`config.mk`:
```
export PLATFORM = sky130hd
export DESIGN_NAME = ringosc_meas_ctrl
export DESIGN_NICKNAME = d
export VERILOG_FILES = /design/src/rtl/ringosc_meas_ctrl.sv
export SDC_FILE = /design/constraint.sdc
export NUM_CORES = 1
export LEC_CHECK = 0
export CAP_MARGIN = 40
export CORE_UTILIZATION = 60
export CTS_BUF_LIST = sky130_fd_sc_hd__clkbuf_16
export CTS_CLUSTER_DIAMETER = 100
export DETAILED_ROUTE_END_ITERATION = 7
export DONT_BUFFER_PORTS = 1
export PLACE_DENSITY = 0.76
export SYNTH_ARGS = -nofsm -noshare
export SYNTH_HDL_FRONTEND = slang
export SYNTH_SLANG_ARGS = --single-unit
```
`constraint.sdc`:
```
create_clock -name clk_i -period 5.4 [get_ports clk_i]
set_clock_uncertainty 0.2 [all_clocks]
set_input_delay 0.81 -clock clk_i [delete_from_list [all_inputs] [get_ports clk_i]]
set_output_delay 0.81 -clock clk_i [all_outputs]
set_load 0.05 [all_outputs]
```
`src/rtl/ringosc_meas_ctrl.sv`:
```
// Measurement controller for N ring-oscillator channels: gate window, oscillator
// reset/halt schedule, per-gate count snapshot and UART frame launch.
module ringosc_meas_ctrl #(
  parameter int unsigned CLK_RATE    = 10000000,
  parameter int unsigned GATE_CYCLES = CLK_RATE,
  parameter int unsigned N_CH        = 2,
  parameter int unsigned CNT_W       = 32,
  parameter int unsigned HALT_EVERY  = 30,
  parameter int unsigned HALT_GATES  = 1,
  parameter int unsigned MIN_COUNT   = 16
) (
  input  logic                  clk_i,
  input  logic                  rst_ni,
  input  logic                  enable_i,
  input  logic [N_CH*CNT_W-1:0] osc_cnt_i,
  input  logic                  tx_busy_i,
  output logic                  osc_rst_o,
  output logic                  osc_halt_o,
  output logic                  tx_start_o,
  output logic [N_CH*CNT_W-1:0] tx_data_o,
  output logic [N_CH-1:0]       fault_o,
  output logic                  overrun_o,
  output logic [15:0]           sample_cnt_o
);

  localparam int G_W  = (GATE_CYCLES > 1) ? $clog2(GATE_CYCLES) : 1;
  localparam int H_W  = (HALT_EVERY > 1) ? $clog2(HALT_EVERY) : 1;
  localparam int HG_W = (HALT_GATES > 1) ? $clog2(HALT_GATES) : 1;

  localparam logic [G_W-1:0]   G_LAST  = G_W'(GATE_CYCLES - 1);
  localparam logic [H_W-1:0]   H_LAST  = H_W'((HALT_EVERY > 0) ? HALT_EVERY - 1 : 0);
  localparam logic [HG_W-1:0]  HG_LAST = HG_W'(HALT_GATES - 1);
  localparam logic [CNT_W-1:0] MIN_C   = CNT_W'(MIN_COUNT);

  typedef enum logic [1:0] {
    IDLE = 2'd0,
    RUN  = 2'd1,
    HALT = 2'd2
  } state_t;

  state_t           state, state_next;
  logic [G_W-1:0]   gate, gate_next;
  logic [H_W-1:0]   sched, sched_next;
  logic [HG_W-1:0]  halt_gate, halt_gate_next;
  logic             gate_end;
  logic             snap;
  logic [N_CH-1:0]  fault_next;

  always_comb begin
    state_next     = state;
    gate_next      = gate;
    sched_next     = sched;
    halt_gate_next = halt_gate;
    snap           = 1'b0;
    gate_end       = (gate == G_LAST);

    case (state)
      IDLE: begin
        gate_next      = '0;
        sched_next     = '0;
        halt_gate_next = '0;
        if (enable_i) state_next = RUN;
      end
      RUN: begin
        gate_next = gate_end ? '0 : gate + 1'b1;
        if (gate_end) begin
          snap       = 1'b1;
          sched_next = sched + 1'b1;
          if ((HALT_EVERY != 0) && (sched == H_LAST)) begin
            sched_next     = '0;
            halt_gate_next = '0;
            state_next     = HALT;
          end
        end
      end
      HALT: begin
        gate_next = gate_end ? '0 : gate + 1'b1;
        if (gate_end) begin
          if (halt_gate == HG_LAST) begin
            halt_gate_next = '0;
            state_next     = RUN;
          end else begin
            halt_gate_next = halt_gate + 1'b1;
          end
        end
      end
      default: state_next = IDLE;
    endcase

    // Dropping enable overrides everything, including a coincident snapshot.
    if (!enable_i && (state != IDLE)) begin
      state_next     = IDLE;
      gate_next      = '0;
      sched_next     = '0;
      halt_gate_next = '0;
      snap           = 1'b0;
    end
  end

  always_comb begin
    fault_next = '0;
    for (int k = 0; k < int'(N_CH); k++) begin
      fault_next[k] = (osc_cnt_i[k*CNT_W +: CNT_W] < MIN_C);
    end
  end

  // Outputs are derived from the next-state values so they line up with the state.
  always_ff @(posedge clk_i or negedge rst_ni) begin
    if (!rst_ni) begin
      state        <= IDLE;
      gate         <= '0;
      sched        <= '0;
      halt_gate    <= '0;
      osc_halt_o   <= 1'b1;
      osc_rst_o    <= 1'b1;
      tx_start_o   <= 1'b0;
      tx_data_o    <= '0;
      fault_o      <= '0;
      overrun_o    <= 1'b0;
      sample_cnt_o <= '0;
    end else begin
      state      <= state_next;
      gate       <= gate_next;
      sched      <= sched_next;
      halt_gate  <= halt_gate_next;
      osc_halt_o <= (state_next != RUN);
      osc_rst_o  <= (state_next != RUN) || (gate_next == '0);
      tx_start_o <= snap && !tx_busy_i;
      if (snap) begin
        tx_data_o    <= osc_cnt_i;
        fault_o      <= fault_next;
        sample_cnt_o <= sample_cnt_o + 16'd1;
      end
      if (state_next == IDLE) begin
        overrun_o <= 1'b0;
      end else if (snap && tx_busy_i) begin
        overrun_o <= 1'b1;
      end
    end
  end

endmodule

```
### Yosys cells after proc, flatten, opt, wreduce, memory -nomap -nowiden

Cells that the tools add are included.
W data, S select, Z words.

| storage, ports and cells | value |
|---|---|
| logic and storage cells | 66 |
| input bits | 68 |
| output and inout port bits | 86 |
| register bits | 118 |

| cells by class | value |
|---|---|
| equality and inequality tests | 8 |
| reductions and logical operators | 16 |
| add/subtract/negate cells | 4 |
| multiplexer cells | 25 |
| magnitude comparators | 2 |

Operators by type and width:

| kind | count |
|---|---|
| $lt A32 B5 Y1 const B | 2 |
| $mux W24 | 2 |
| $pmux W24 S2 | 1 |
| $add A24 B1 Y24 const B | 1 |
| $eq A24 B24 Y1 const B | 1 |
| $logic_not A24 Y1 | 1 |
| $add A16 B1 Y16 const B | 1 |
| $mux W5 | 3 |
| $mux W2 | 6 |
| $mux W1 | 10 |
| $pmux W5 S2 | 1 |
| $ne A3 B3 Y1 const B | 3 |
| $pmux W2 S3 | 1 |
| $add A5 B1 Y5 const B | 1 |
| $eq A5 B5 Y1 const B | 1 |
| $logic_not A2 Y1 | 2 |
| $reduce_and A4 Y1 | 1 |
| $reduce_bool A2 Y1 | 2 |
| $reduce_bool A4 Y1 | 1 |
| $logic_and A1 B1 Y1 | 3 |
| $pmux W1 S3 | 1 |
| $reduce_bool A3 Y1 | 1 |
| $eq A2 B1 Y1 const B | 1 |
| $eq A2 B2 Y1 const B | 1 |
| 6 further kinds | 7 |

### Longest topological paths before layout

Gate-level depths: netlist of the first run.

| depth | value |
|---|---|
| word-level depth | 7 |
| depth in mapped cells | 10 |
| depth with buffers taken out | 8 |

### Worst setup path before layout of the first run

No wires, ideal clock.

| timing | value |
|---|---|
| kind | register -> register |
| from | reg gate[14] |
| to | reg overrun_o |
| cell stages (with the launch flop) | 7 |
| data required time | 5.077 ns |
| path buffers | 0 |
| arrival time | 2.279 ns |
| library setup time | 0.123 ns |
| path slack | 2.798 ns |
| period minus slack after synthesis | 2.602 ns |
| cell sequence | dfrtp_1 -> or4b_4 -> or4_4 -> or3_4 -> a211oi_2 -> or2_2 -> a21oi_2 |

| on the way | value |
|---|---|
| word-level cells in the longest chain between the ends | 6 |
| elaborated cells between the ends (all ways) | 12 |
| those cells by class | eq/ne (1); mux (8); reduce/logical (3) |

RTL lines:

| item | line | text |
|---|---|---|
| from (decl) | 42 | `logic [G_W-1:0] gate, gate_next;` |
| from (signal assigned) | 123 | `gate <= gate_next;` |
| $eq A24 B24 Y1 (*) | 55 | `gate_end = (gate == G_LAST);` |
| $mux W2 (tied with other cells) | 78 | `if (gate_end) begin` |
| $pmux W2 S3 or $mux W1 (tied branches) | 57 | `case (state)` |
| $mux W2 or $mux W1 (tied branches) | 91 | `if (!enable_i && (state != IDLE)) begin` |
| $logic_not A2 Y1 or $logic_and A1 B1 Y1 (tied branches) | 134, 136 |  |
| $mux W1 or $reduce_bool A2 Y1 (tied branches) | n/a |  |
| to (signal assigned) | 119 | `overrun_o <= 1'b0;` |
| to (signal assigned) | 135 | `overrun_o <= 1'b0;` |
| to (signal assigned) | 137 | `overrun_o <= 1'b1;` |
| to (decl) | 22 | `output logic overrun_o,` |

Mark *: on every way between the ends. The rest lies on a longest branch, timed or not.
A chain may end at the register's enable or synchronous reset.

### Worst setup path after layout of the first run

| timing | value |
|---|---|
| from | reg gate[0] |
| to | reg sample_cnt_o[9] |

| on the way | value |
|---|---|
| word-level cells in the longest chain between the ends | 4 |

RTL lines:

| item | line | text |
|---|---|---|
| $eq A24 B24 Y1 | 55 |  |
| $mux W1 | 66 | `if (gate_end) begin` |
| $mux W1 | 57 |  |
| $mux W1 | 91 |  |
| to (signal assigned) | 132 | `sample_cnt_o <= sample_cnt_o + 16'd1;` |
| to (decl) | 23 | `output logic [15:0] sample_cnt_o` |

No other way between the ends.

==> results of run 1 <==
## cell usage after synthesis (all sizes together) (2+ instances only)
cell	n
nand2	219
dfrtp	115
nor2	32
nor4	24
clkbuf	23
xnor2	22
xor2	18
nand4	14
and3	13
nand3	13
nor3	11
o21ai	11
buf	10
inv	10
ha	8
or2	7
nor2b	6
a21oi	5
nand2b	5
or3	5
nand4b	4
or4b	4
and4	3
a211o	2
a211oi	2
a21boi	2
a21o	2
a311oi	2
a31oi	2
dfstp	2
mux2i	2
nor3b	2
nor4b	2
o211ai	2
o31ai	2
or4	2
## logic make-up after synthesis
kind of cell	synth area share, %
and+or+nand+nor	30.9
DFF	52.3
buffers and inverters	3.24
AOI/OAI and AO/OA	5.24
xor gates and xnor gates	6.25
adders and majority gates	1.78
muxes	0.357
## registers in the layout (all words and copies together), names as in the netlist
signal	count
tx_data_o	64
gate	24
sample_cnt_o	16
overrun_o	1
fault_o	2
osc_rst_o	1
tx_start_o	1
osc_halt_o	1
sched	5
state	2
## worst max-delay path: stages, from the launching register on
cell and delay (ns):
dfrtp_1 0.45, ha_1 0.28, nand3_1 0.26, nor4_4 0.45, and4_2 0.79, and3_1 0.37
and3_1 0.21, xor2_1 0.17
## worst min-delay path by stage
stage               cells past startpoint  startpoint            end
floorplan                               1    sched[3]       sched[3]
global placement                        1    sched[3]       sched[3]
detailed placement                      0      rst_ni  tx_data_o[59]
CTS                                     0      rst_ni     osc_halt_o
global route                            0      rst_ni     osc_halt_o
finish                                  0      rst_ni     osc_halt_o
## final cells by class
type | count | area (µm²) | share of cell area [%]
Sequential cell | 117 | 2930 | 46.7
Timing Repair Buffer | 5 | 62.6 | 0.998
Inverter | 10 | 37.5 | 0.599
Clock buffer | 17 | 425 | 6.79
Clock inverter | 14 | 176 | 2.81
Tap cell | 108 | 135 | 2.16
Multi-Input combinational cell | 459 | 2500 | 39.9
## routing by layer
| layer | GRT usage, % | wire, µm | part of all wire, % | up-vias |
|---|---|---|---|---|
| met2 | 47.2 | 6700 | 49 | 224 |
| met4 | 12.9 | 410 | 3.0 | 0 |
| li1 | - | - | - | 2069 |
| met3 | 8.30 | 1120 | 8.3 | 35 |
| met5 | 0 | 0 | 0 | - |
| met1 | 35.2 | 5330 | 39 | 2119 |
## layout by cell type (no fill, tap or decap), types with 3 or more instances in the layout
cell type,n
xnor2_1,22
nor2_1,32
nor4_1,23
o21ai_0,9
nand2b_1,5
inv_1,10
nor2b_1,6
or3_1,4
nand2_1,219
a21oi_1,4
nor3_1,11
inv_6,3
dfrtp_1,115
nand4_1,13
clkbuf_16,17
nand4b_1,4
xor2_1,18
or2_2,6
ha_1,8
bufinv_16,3
clkinv_4,4
and3_1,12
nand3_1,12
## per-stage QoR
stage	utilization (%)	std cells	setup slack (ns)
6_report	70.5	730	2.11
5_1_grt	70.5	730	1.83
4_1_cts	70.5	730	2.11
3_5_place_dp	63.4	698	2.12
3_3_place_gp	63.2	696	2.26
2_1_floorplan	-	619	2.80
## where the power goes
group          leakage (nW)  internal, mW  switching [mW]
Combinational          1.22        0.0884           0.152
Clock                 0.290         0.727           0.414
Sequential             1.62         0.906          0.0503
==> out/metrics.yaml, run 1 <==
synth_top_cell_by_area: "dfrtp_1"
synth_area_leaders: "dfrtp_1 51%, nand2_1 15%, xnor2_1 3.4%"
ys_seq_area_share_pct: 52.3
synth-seq-cells: 117
start_util_pct: 63.1
die_y_um: 98.7
drc: 0
drtIter0Drc: 265
htreeDepth: 4
worst_pin_slew_ns: 0.762
p_total_mw: 2.34
synth_edf_count: 0
grt_pass1_wl_mm: 21.6
routed_via_density: 6.09
hold_violations: 0
arrival_ns: 3.42
antenna_found_initial: 0
power_density_nw_per_um2: 373
timing.final.max_slew_violations: 0
worstSetupStartpoint: "gate[0]"
timing.rr.start: "gate[0]"
areaGrowthSynthToFinish_pct: 11.8
relSlewSlack_pct: 49.2
portBuffers: 0
r2r_slack_ns: 2.11
cts.clk_slew.worst_paths_ns: 0.06
core_area_um2: 8890
ant_nets: 0
rsz0062_at_grt: "no"
gp_congestion: 0.996
max_cap_violations: 0
final_nets: 686
dr.pass1.iters: 5
row_count: 34
nFillCells: 647
worstPathRequired_ns: 5.52
period_share_pct: 61.0
setup_viol: 0
grt_pass1_vias: 4306
r2r_cells: 7
netlist_area_um2: 5610
clkLatencyLatePin_ns: 0.40
synth_warnings: 0
cts_tree: "done"
status: "completed"
cts_buffers: 17
setup_tns_ns: 0
clockRootBuffer: "clkbuf_16"
wirelength_mm: 13.6
die-area_um2: 9740
cts_hold_buf: 1
diodes: 0
endpoint: "sample_cnt_o[9]"
io-pin-count: 154
p_leak_nw: 3.14
async_reset_ff_share_pct: 100
ctsResizeCount: 0
fmax_mhz: 304
via_count: 4447
path_class: "register to register"
post_cts_buffers: 0
yosys.area.top_type_share_pct: 51.3
crit_fanout: 41
drive_gt1_share_pct: 9.32
gr-usage-all-layers_pct: 28.6
hpwlAfterDp_mm: 9.27
startpoint_type: "register"
timing.hold.ws_ns: 0.0435
grt_max_degree: 116
synth_ff_type: "dfrtp_1"
cts.path.max_buffers: 2
die_w_um: 98.7
dpl_cell_area_um2: 5640
cts_sinks: 117
rr_endpoint: "sample_cnt_o[9]"
vdd_drop_max_v: 0.000235
hold_class: "input port to async pin"
crit_path_end_kind: "register"
grt-ovfl-total: 0
syn-num-nets: 695
syn_area_per_cell_um2: 9.06
synth_cells: 619
min_period_ns: 3.29
wl_per_cell_um: 18.6
design_area_um2: 6270
synth_cell_types: 62
(Power assumes the default switching activity.)
==> run 2: changes to the inputs <==
clock period = 3.45 ns   (was 5.4 ns; I/O delays follow)
==> run 2 against run 1 <==
Global-route usage fell by 0.71 points. Count of clock-buffer cells in the layout unchanged. Core utilization is 0.23 points higher. Critical path type unchanged. Largest cell class unchanged.
==> out/metrics.yaml, run 2 (same netlist as run 1, synthesis figures left out) <==
status: "completed"
die_y_um: 98.7  # unchanged
grt_pass1_vias: 4238  # -1.6%
hold_class: "input port to register"
io-pin-count: 154  # unchanged
via_count: 4417  # -0.67%
routed_via_density: 6.01  # -1.4%
dr.pass1.iters: 5  # unchanged
post_cts_buffers: 0  # unchanged
largest_reg_flops: 64  # unchanged
seqPwrFrac_pct: 41.9  # +1.0 points
hold_violations: 0  # unchanged
cts_tree: "done"
r2r_slack_ns: 0.42  # -1.68 ns
grt-ovfl-total: 0  # unchanged
fmax_mhz: 330  # +8.8%
grt_pass1_wl_mm: 21.1  # -2.6%
timing.final.max_slew_violations: 0  # unchanged
gp_congestion: 0.989  # -0.65%
diodes: 0  # unchanged
hpwlAfterDp_mm: 9.04  # -2.4%
rsz0062_at_grt: "no"
worst_pin_slew_ns: 0.680  # -0.0820 ns
wl_per_cell_um: 17.7  # -4.9%
largest-register: "tx_data_o"
cts_buffers: 17  # unchanged
cts.path.max_buffers: 2  # unchanged
htreeDepth: 4  # unchanged
areaGrowthSynthToFinish_pct: 12.1
min_period_ns: 3.03  # -0.266 ns
wirelength_mm: 13.0  # -4.2%
drtIter0Drc: 208  # -22%
switchingPower_mw: 0.955  # +55%
hold-path-cell-count: 2
p_int_mw: 2.62  # +52%
grt_max_degree: 118  # +1.7%
vdd_drop_max_v: 0.000324  # +37%
startpoint_type: "register"
die-area_um2: 9740  # unchanged
p_leak_nw: 3.14  # +0.14%
start_util_pct: 63.1  # unchanged
final_nets: 691  # +0.73%
crit_fanout: 20  # -51%
relSlewSlack_pct: 54.7  # +5.5 points
die_w_um: 98.7  # unchanged
clockRootBuffer: "clkbuf_16"
drive_gt1_share_pct: 9.57  # +0.24 points
clkPwrFrac_pct: 47.6  # -1.2 points
comb_power_share_pct: 10.6  # +0.3 points
setup_tns_ns: 0  # unchanged
clkLatencyLatePin_ns: 0.41  # about the same
antenna_found_initial: 0  # unchanged
core_area_um2: 8890  # unchanged
drc: 0  # unchanged
cts_sinks: 117  # unchanged
cts.clk_slew.worst_paths_ns: 0.06  # about the same
final_cell_mix: "219 x nand2_1, 115 x dfrtp_1, 32 x nor2_1"
setup_viol: 0  # unchanged
gr-usage-all-layers_pct: 27.9  # -0.71 points
portBuffers: 0  # unchanged
ant_nets: 0  # unchanged
switching_share_pct: 26.7  # +0.37 points
top_regs: "tx_data_o (64), gate (24), sample_cnt_o (16)"
r2r_cells: 8  # +1
path_class: "register to register"
period_share_pct: 87.7  # +27 points
dp_slack_ns: 0.545  # -1.58 ns
worstPathRequired_ns: 3.52  # -2.00 ns
arrival_ns: 3.10  # -0.32 ns
final_common_cell: "nand2_1"
crit_path_end_kind: "register"
fin_ws_ns: 0.424  # -1.68 ns
row_count: 34  # unchanged
max_cap_violations: 0  # unchanged
power_density_nw_per_um2: 568  # +52%
## run 2: cell types whose count changed in the layout (fill, tap and decap cells not counted), sizes merged
| cell | delta |
|---|---|
| bufinv | -1 |
| dlygate4sd3 | +2 |
| clkinv | -1 |
| buf | +3 |
| clkinvlp | +2 |
## run 2: final cells by class
cell class	instances	area [µm²]
clock inverter	14	153
sequential	117	2930
fill	651	2600
timing repair buffer	10	110
tap	108	135
inverter	10	37.5
clock buffer	17	425
multi-input combinational	459	2500
## run 2: power by group through the flow
stage          Combinational (mW)  Sequential (mW)  Clock (mW)
4_1_cts                     0.376             1.50        1.72
5_1_grt                     0.421             1.50        1.79
3_5_place_dp                0.342             1.52           0
3_3_place_gp                0.325             1.52           0
2_1_floorplan               0.251             1.51           0
6_report                    0.378             1.50        1.70
## run 2: layer usage
layer / routed length (µm) / global-route usage (%) / vias to the layer above
met5: 0 / 0 / -
met1: 5180 / 33.6 / 2140
met4: 291 / 12.2 / 0
met2: 6520 / 46.9 / 173
met3: 994 / 8.30 / 29
li1: - / - / 2075
## run 2: final timing paths
check / from / end
worst min-delay path: osc_cnt_i[43] / tx_data_o[43]
worst max register to register: state[0] / osc_rst_o
worst min register to register: sched[3] / sched[3]
max in group asynchronous: rst_ni / gate[8]
min in group asynchronous: rst_ni / sample_cnt_o[12]
worst max-delay path: state[0] / osc_rst_o
## run 2: worst max-delay path: stages, from the launching register on
cell      delay [ns]
dfrtp_1         0.41
ha_1            0.43
nand3b_1        0.31
or3_1           0.45
nor4_1          0.30
buf_4           0.17
and3_1          0.14
o211ai_1        0.08
o311ai_1        0.39
## run 2: timing repair
item,4_1_cts,5_1_grt
hold buffers,3,0
gates resized for setup,0,0
endpoints found under the hold margin,118,0
## run 2: stage by stage
step	std cells	util [%]	hold slack [ns]	power, mW	cell area, µm²
after floorplan	619	-	0.0219	1.76	5610
after global placement	700	63.6	0.0245	1.84	5660
after detailed placement	701	63.7	0.0242	1.86	5660
after CTS	735	70.7	0.00790	3.60	6290
after global routing	735	70.7	0.0143	3.71	6290
final	735	70.7	0.0222	3.57	6290
==> run 3: changes to the inputs <==
CORE_MARGIN = 2   (was not set)
==> run 3 against run 2 <==
Sequential power about the same. Critical path depth decreased by 1. Total power rose by 0.41%. Register-to-register slack about the same. Die area grew 4.1%. Largest power group unchanged.
==> out/metrics.yaml, run 3 (same netlist as run 1, synthesis figures left out) <==
vdd_drop_max_v: 0.000398  # +23%
grt_max_degree: 118  # unchanged
p_total_mw: 3.59  # +0.41%
max_cap_violations: 0  # unchanged
period_share_pct: 88.1  # +0.34 points
startpoint_type: "register"
drtIter0Drc: 209  # +0.48%
path_class: "register to register"
htreeDepth: 4  # unchanged
hpwlAfterDp_mm: 9.09  # +0.49%
drc: 0  # unchanged
portBuffers: 0  # unchanged
hold-path-cell-count: 2  # unchanged
max_stage_delay_ns: 0.55  # +0.10 ns
clkLatencyLatePin_ns: 0.41  # about the same
setup_viol: 0  # unchanged
holdPathEnd: "tx_data_o[33]"
cts.path.max_buffers: 2  # unchanged
die_y_um: 101  # +2.0%
crit_buf_inv: 0  # -1
via_count: 4487  # +1.6%
largest-register: "tx_data_o"
wl_per_cell_um: 18.0  # +1.7%
clockRootBuffer: "clkbuf_16"
hold_violations: 0  # unchanged
final_cell_mix: "219 x nand2_1, 115 x dfrtp_1, 32 x nor2_1"
crit_chain: "ha_1 -> nand3_1 -> nor4_4 -> nand3_1 -> a211o_1 -> nor4_1 -> o311ai_1"
cp_slowest_cell: "nor4_1"
timing.rr.start: "gate[0]"
relSlewSlack_pct: 44.3  # -10 points
cp_top_family: "simple AND/OR/NAND/NOR gates"
grt_pass1_wl_mm: 21.5  # +2.2%
die_w_um: 101  # +2.0%
timing.hold.ws_ns: 0.0157  # -0.00645 ns
post_cts_buffers: 0  # unchanged
power_density_nw_per_um2: 571  # +0.55%
grt-ovfl-total: 0  # unchanged
ant_nets: 0  # unchanged
gp_congestion: 0.934  # -5.6%
stdcell_count: 736  # +0.14%
dr.pass1.iters: 5  # unchanged
path_common_cell: "nand3_1"
r2r_slack_ns: 0.41  # about the same
diodes: 0  # unchanged
nFillCells: 693  # +6.5%
cts_buffers: 17  # unchanged
antenna_found_initial: 0  # unchanged
start_util_pct: 61.3  # -1.8 points
wirelength_mm: 13.2  # +1.9%
areaGrowthSynthToFinish_pct: 12.0
crit_fanout: 7  # -65%
seq_area_um2: 2930  # unchanged
min_period_ns: 3.04  # +0.0118 ns
worst_pin_slew_ns: 0.830  # +0.150 ns
hold_class: "input port to register"
core_area_um2: 9150  # +2.9%
timing.final.max_slew_violations: 0  # unchanged
status: "completed"
top_regs: "tx_data_o (64), gate (24), sample_cnt_o (16)"
io-pin-count: 154  # unchanged
cts_sinks: 117  # unchanged
final_common_cell: "nand2_1"
dp_slack_ns: 0.576  # +0.0309 ns
cts.clk_slew.worst_paths_ns: 0.06  # about the same
fin_ws_ns: 0.412  # -0.0118 ns
row_count: 35  # +2.9%
setup_tns_ns: 0  # unchanged
min_from: "osc_cnt_i[33]"
routed_via_density: 6.10  # +1.4%
worstPathRequired_ns: 3.55  # +0.03 ns
final_nets: 688  # -0.43%
r2r_cells: 7  # -1
multi_input_area_um2: 2500  # unchanged
drive_gt1_share_pct: 9.28  # -0.29 points
gr-usage-all-layers_pct: 27.2  # -0.67 points
largest_reg_flops: 64  # unchanged
cts_tree: "done"
placed_cells: 701  # unchanged
rsz0062_at_grt: "no"
p_leak_nw: 3.13  # -0.29%
die-area_um2: 10100  # +4.1%
arrival_ns: 3.14  # +0.04 ns
fmax_mhz: 329  # -0.39%
rr_endpoint: "osc_rst_o"
crit_path_end_kind: "register"
grt_pass1_vias: 4491  # +6.0%
[run 3: changes by cell type in the layout (fill, tap and decap cells not counted)]
cell       change
inv_8          +5
buf_2          -1
inv_6          +2
bufinv_16      -1
buf_4          -2
clkinv_2       -2
clkinv_4       -3
[run 3: what timing repair did]
action / 4_1_cts / 5_1_grt
setup endpoints to repair: 0 / 0
hold endpoints to repair: 118 / 0
resized for setup: 0 / 0
hold buffers: 3 / 0
[run 3: worst max path at each step]
| stage | from | to | slack (ns) | cells after the start |
|---|---|---|---|---|
| after floorplan | gate[14] | overrun_o | 0.85 | 6 |
| after global placement | gate[0] | osc_rst_o | 0.71 | 7 |
| after detailed placement | gate[0] | osc_rst_o | 0.58 | 7 |
| after CTS | gate[0] | osc_rst_o | 0.51 | 7 |
| after global routing | gate[0] | osc_rst_o | 0.24 | 7 |
| final | gate[0] | osc_rst_o | 0.41 | 7 |
[run 3: where the power goes]
group,internal [mW],switching (mW),total [mW]
sequential,1.42,0.0819,1.50
clock,1.02,0.703,1.73
combinational,0.125,0.235,0.361
total,2.57,1.02,3.59
[run 3: per-layer routing]
metal  vias to the layer above  GRT usage [%]  routed length [µm]
met4                         0           16.0                 574
met2                       230           44.2                6310
met5                         -              0                   0
met1                      2133           32.0                5090
met3                        50           8.25                1260
li1                       2074              -                   -
[run 3: layout make-up]
type | count | area share, %
Multi-Input combinational cell | 459 | 39.8
Inverter | 10 | 0.598
Tap cell | 111 | 2.21
Sequential cell | 117 | 46.7
Timing Repair Buffer | 7 | 1.43
Clock inverter | 15 | 2.55
Clock buffer | 17 | 6.77
[run 3: stage by stage]
step                      instance area, µm²  util [%]
final                                   6280      68.6
after global routing                    6280      68.6
after CTS                               6280      68.6
after detailed placement                5650      61.7
after global placement                  5650      61.7
after floorplan                         5610         -
[run 3: worst reg2reg max path: stages (launching register included)]
cell and delay [ns]:
dfrtp_1 0.49, ha_1 0.30, nand3_1 0.29, nor4_4 0.45
nand3_1 0.15, a211o_1 0.32, nor4_1 0.55, o311ai_1 0.19
